===== config.mk =====
export PLATFORM = sky130hd
export DESIGN_NAME = ram
export DESIGN_NICKNAME = d
export VERILOG_FILES = /design/src/rtl/ram.sv
export SDC_FILE = /design/constraint.sdc
export NUM_CORES = 2
export LEC_CHECK = 0
export CAP_MARGIN = 20
export CORE_MARGIN = 2
export CORE_UTILIZATION = 40
export DETAILED_ROUTE_END_ITERATION = 12
export GPL_TIMING_DRIVEN = 0
export PLACE_DENSITY = 0.58
export SLEW_MARGIN = 20
export SYNTH_ARGS = -nofsm -noshare
export SYNTH_HDL_FRONTEND = slang
export SYNTH_SLANG_ARGS = --single-unit
export TNS_END_PERCENT = 5

===== constraint.sdc =====
create_clock -name clk -period 2 [get_ports clk]
set_clock_uncertainty 0.2 [all_clocks]
set_input_delay 0.4 -clock clk [delete_from_list [all_inputs] [get_ports clk]]
set_output_delay 0.4 -clock clk [all_outputs]
set_load 0.005 [all_outputs]

===== src/rtl/ram.sv =====
// ram: simple dual-port RAM (DEPTH x DATA_W) that is write-first on a same-address collision.
// 1-cycle registered read, no backpressure; define RAM_INIT_EN to preload the padded SHA-1 "abc" block.
module ram #(
  parameter int DATA_W = 32,
  parameter int ADDR_W = 7,
  parameter int DEPTH  = 128
) (
  input  logic              clk,
  input  logic              rst_n,
  input  logic [DATA_W-1:0] din,
  input  logic [ADDR_W-1:0] raddr,
  input  logic [ADDR_W-1:0] waddr,
  input  logic              we,
  output logic [DATA_W-1:0] dout
);

  localparam logic [ADDR_W:0] DEPTH_L = (ADDR_W + 1)'(DEPTH);

`ifdef RAM_INIT_EN
  // Declaration-time image: word 0 = "abc" followed by the pad bit, word 15 = message length of 24 bits.
  logic [DATA_W-1:0] mem [DEPTH] = '{
    0:       DATA_W'(32'h61626380),
    15:      DATA_W'(32'h00000018),
    default: '0
  };
`else
  logic [DATA_W-1:0] mem [DEPTH];
`endif

  logic w_ok;
  logic r_ok;
  logic bypass;

  assign w_ok   = we && ({1'b0, waddr} < DEPTH_L);
  assign r_ok   = {1'b0, raddr} < DEPTH_L;
  assign bypass = w_ok && (waddr == raddr);

  always_ff @(posedge clk) begin
    if (w_ok) begin
      mem[waddr] <= din;
    end
  end

  // Reset clears only the output register; the array keeps its contents.
  always_ff @(posedge clk or negedge rst_n) begin
    if (!rst_n) begin
      dout <= '0;
    end else if (bypass) begin
      dout <= din;
    end else if (r_ok) begin
      dout <= mem[raddr];
    end else begin
      dout <= '0;
    end
  end

endmodule


Yosys cells after proc, flatten, opt, wreduce, memory -nomap -nowiden:

Memory sizes are Yosys's and may differ from the RTL's. A register that Yosys moved wholly into a read port is not among the register bits.
Cells that the tools add are included.

* output and inout port bits: 32
* bits in registers: 0
* memories: 1
* RAM bits: 4096

* mux-type cells: 2
* reduce and logical (&&, ||, !) cells: 1

Memories
* mem: depth 128, width 32, rd ports 1, clocked after memory_dff 1, write ports 1, RTL line 27 `logic [DATA_W-1:0] mem [DEPTH];`

Operator list (count)
* two-way mux 1 bit: 2
* logical NOT 1 bit: 1

Longest topological paths before layout:

* depth in word-level cells: 2
* mapped depth: 11

Worst setup path after synthesis:

OpenSTA, ideal clock, no wires.

* kind: input -> register
* start: in waddr[4]
* end: mem mem[81][0], enable pin
* arrival time: 3.408 ns
* required time: 1.339 ns
* path buffers: 1
* setup slack: -2.069 ns
* stages on the path: 4
* cells stage by stage: clkbuf_1 nor2b_1 nand3_1 nor3_1

RTL lines
* start, declared: RTL line 12 `input logic [ADDR_W-1:0] waddr,`
* end, declared: RTL line 27

No word-level cell before the write port.

==> metrics.md <==
| Metric | Value |
|---|---|
| Status | complete, but fails checks |
| Violated checks | negative setup slack |
| PnR worst setup slack | -0.733 ns |
| Leak Pwr | 59.9 nW |
| Mapped cell area | 158,000 µm² |
| Buffers added on ports | 71 |
| Initial core utilization | 0.402 |
| Fmax | 366 MHz |
| Share of layout cells above drive strength 1 | 0.344 |
| GPL Wtd Cong | 0.877 |
| Period utilisation layout | 1.37 |
| Cell row count | 230 |
| Worst path max stage delay | 0.55 ns |
| CP max FO | 10 |
| Core area | 393,000 µm² |
| Asr flop ratio synth | 0.00775 |
| GR Util All Layers | 0.223 |
| Max IR drop VDD | 0.000936 V |
| Violation count after the first detailed-route iteration | 10,866 |
| P&R area growth vs syn | 21.0% |
| Hold-fix buffers, CTS | 36 |
| Ports | 81 |
| Final Setup Violations | 554 |
| Startpoint Class | primary input |
| Root buf cell | clkbuf_16 |
| Clock buffer count from CTS | 415 |
| Fin. Hold Viols | 0 |
| Setup WS pre-CTS | -4.80 ns |
| Routed wire length | 449,000 µm |
| Largest buffer count on any clock path | 4 |
| Post-Place Cells | 12,542 |
| Filler instances | 31,308 |
| DRC errors left | 0 |
| Post-synth top flop | edfxtp_1 |
| Global-route wire length before repair | 625,000 µm |
| Nature of the critical path endpoint | flop |
| Clk Latency, worst-skew pair | 0.98 ns |
| Largest net degree at the start of global routing | 106 |
| Synth cell types | 40 |
| Final Non-Filler Cells | 13,459 |
| Power Density | 964 nW/µm² |
| Congestion Overflow GR | 0 |
| WP buf/inv | 4 |
| Seq/Total Area, Yosys | 0.785 |
| RSZ-0062 raised after global routing | yes |
| CTS tree | yes |
| Actual slew at the worst max-slew pin | 1.11 ns |
| Vias per cell | 5.85 |
| Die height | 632 µm |
| Clock period minus worst slack | 2.73 ns |
| Full die area | 399,000 µm² |
| Initial antenna violation count | 46 |
| Layout Nets | 7,916 |
| Mapped Avg Cell Area | 22.4 µm² |
| HP Class | primary input to flop |
| YS warnings | 0 |
| Detailed placement HPWL | 306,000 µm |
| CP delay by family, top | buffers and inverters |
| Clk sinks | 4,128 |
| Number of synthesized flops with an enable pin | 4,096 |
| Via count | 78,740 |
| Crit Path Class | primary input to flop |
| Slew HR | 0.263 |
| Post-Syn Instances | 7,031 |
| Critical path data required time | 2.58 ns |
| WP data arrival | 3.31 ns |
| Vias in the first global route | 78,668 |
| Critical Path Slowest Stage Cell | mux4_2 |
| Most used cell, CP | buf_4 |
| Max Cap Violations | 0 |
| Core Util, Final | 0.486 |
| Fin. max-slew vios | 0 |
| Flops & latches, synth | 4,128 |
| Die span in x | 632 µm |
| H-tree Lvls | 5 |
| Sequential cell area | 124,000 µm² |
| Total power | 184 mW |
| Pre-Repair DR Iteration Count | 6 |
| Antenna Nets Post-Route | 0 |
| Cell Chain, Critical Path | buf_4 > buf_6 > buf_8 > buf_4 > mux4_2 > mux2i_1 > a22oi_2 > a21oi_1 > o21ai_4 |
| Area occupied by multi-input gates | 36,300 µm² |
| Syn nets | 7,080 |
| CTS clk-pin slew, worst paths | 0.06 ns |
| Wirelength per Cell | 33.4 µm |
where the power goes:
group          leakage (nW)  internal, mW  switching, mW  total (mW)
Sequential             37.2          95.5          0.103        95.6
Clock                  6.51          44.1           32.7        76.7
Combinational          16.2          4.06           7.62        11.7
Total                  59.9           144           40.4         184
final cells by class:
type,count,share of cell area
repair buffers,421,0.0386
diodes,29,0.000380
inverters,33,0.00134
multi-input cells,2448,0.190
clock buffers,515,0.0574
clock inverters,245,0.0125
flip-flops and latches,4128,0.649
plain buffers,420,0.0167
well taps,5220,0.0342
worst register-to-register path: stages, from the launching register on:
cell and delay (ns):
edfxtp_1 0.36, mux4_2 0.50, mux4_2 0.53, clkinv_4 0.11, o22ai_4 0.14, a32oi_4 0.53
o21ai_4 0.19
cell families after synthesis:
| group | synth area share |
|---|---|
| mux | 0.159 |
| simple gates | 0.0125 |
| flops | 0.785 |
| xor+xnor | 0.000389 |
| buf+inv | 0.0137 |
| compound gates | 0.0295 |
cell usage in the layout, fill, tap and decap left out, drive strengths merged, types with 2 or more instances in the layout:
cell type      instances
a211oi               126
a21boi                 2
a21oi                 97
a221o                 32
a22oi                 96
a32oi                 32
buf                  586
bufinv                41
clkbuf               727
clkdlybuf4s15          5
clkinv               219
clkinvlp               9
dfrtp                 32
diode                 29
dlygate4sd3           36
edfxtp              4096
inv                    9
mux2                  34
mux2i                448
mux4                 896
nand2                 18
nand2b                 6
nand3                 14
nand3b                 2
nand4                  4
nor2                 127
nor2b                103
nor3                  73
nor4                  33
o21ai                 63
o221ai                64
o22ai                160
or2                    6
or3                    2
xnor2                  5
xor2                   2
repair_timing:
item	in CTS	in global routing
endpoints found under the setup margin	4096	2987
pin swaps	118	79
gates cloned	1	0
endpoints found under the hold margin	2823	5
setup buffers	59	33
gates resized for setup	991	300
stage by stage:
step | cell area (µm²) | hold WS [ns] | TNS [ns]
detailed placement | 171000 | 0.182 | -7771.61
floorplan | 158000 | -0.0956 | -2835.89
CTS | 190000 | -0.0500 | -359.35
finish | 191000 | 0.0197 | -77.11
global placement | 166000 | 0.986 | -
global route | 191000 | -0.00999 | -85.64
cell usage after synthesis, types with 4 or more instances:
master,instances,share of area
edfxtp_1,4096,0.78
mux4_2,896,0.13
mux2i_1,448,0.028
clkbuf_1,200,0.0048
o22ai_1,160,0.0063
buf_2,129,0.0041
a211oi_1,126,0.0060
nor2_1,126,0.0030
nor2b_1,103,0.0041
a21oi_1,97,0.0031
a22oi_1,96,0.0046
nor3_1,73,0.0023
o221ai_1,64,0.0036
buf_4,37,0.0018
buf_1,36,0.00086
mux2_2,34,0.0024
a221o_1,32,0.0020
a32oi_1,32,0.0018
clkinv_1,32,0.00076
dfrtp_1,32,0.0051
nor4_1,32,0.0013
o21ai_0,32,0.0010
o21ai_1,31,0.00098
buf_6,20,0.0014
nand2_1,18,0.00043
nand3_1,14,0.00044
nand2b_1,6,0.00024
or2_2,6,0.00024
xnor2_1,5,0.00028
nand4_1,4,0.00016
sequential cells by signal, indices dropped and copies added, names as in the netlist:
register,flops
dout,32
mem,4096
per-layer routing:
layer / track usage / part of all wire / up-vias
met5: 0 / 0.000096 / -
met4: 0.0663 / 0.032 / 8
met3: 0.0370 / 0.084 / 626
met2: 0.358 / 0.48 / 3674
met1: 0.315 / 0.41 / 42642
li1: - / - / 31790
worst paths after layout:
kind / start / endpoint / slack [ns] / depth (start not counted)
worst max-delay path: raddr[0] / dout[16] / -0.73 / 9
worst min-delay path: we / mem[72][3] / 0.02 / 3
worst max register to register: mem[15][14] / dout[14] / -0.73 / 6
worst min register to register: mem[80][31] / dout[31] / 0.90 / 5
max in group asynchronous: rst_n / dout[27] / 0.05 / 4
min in group asynchronous: rst_n / dout[24] / 0.32 / 4
(Power assumes the default switching activity.)
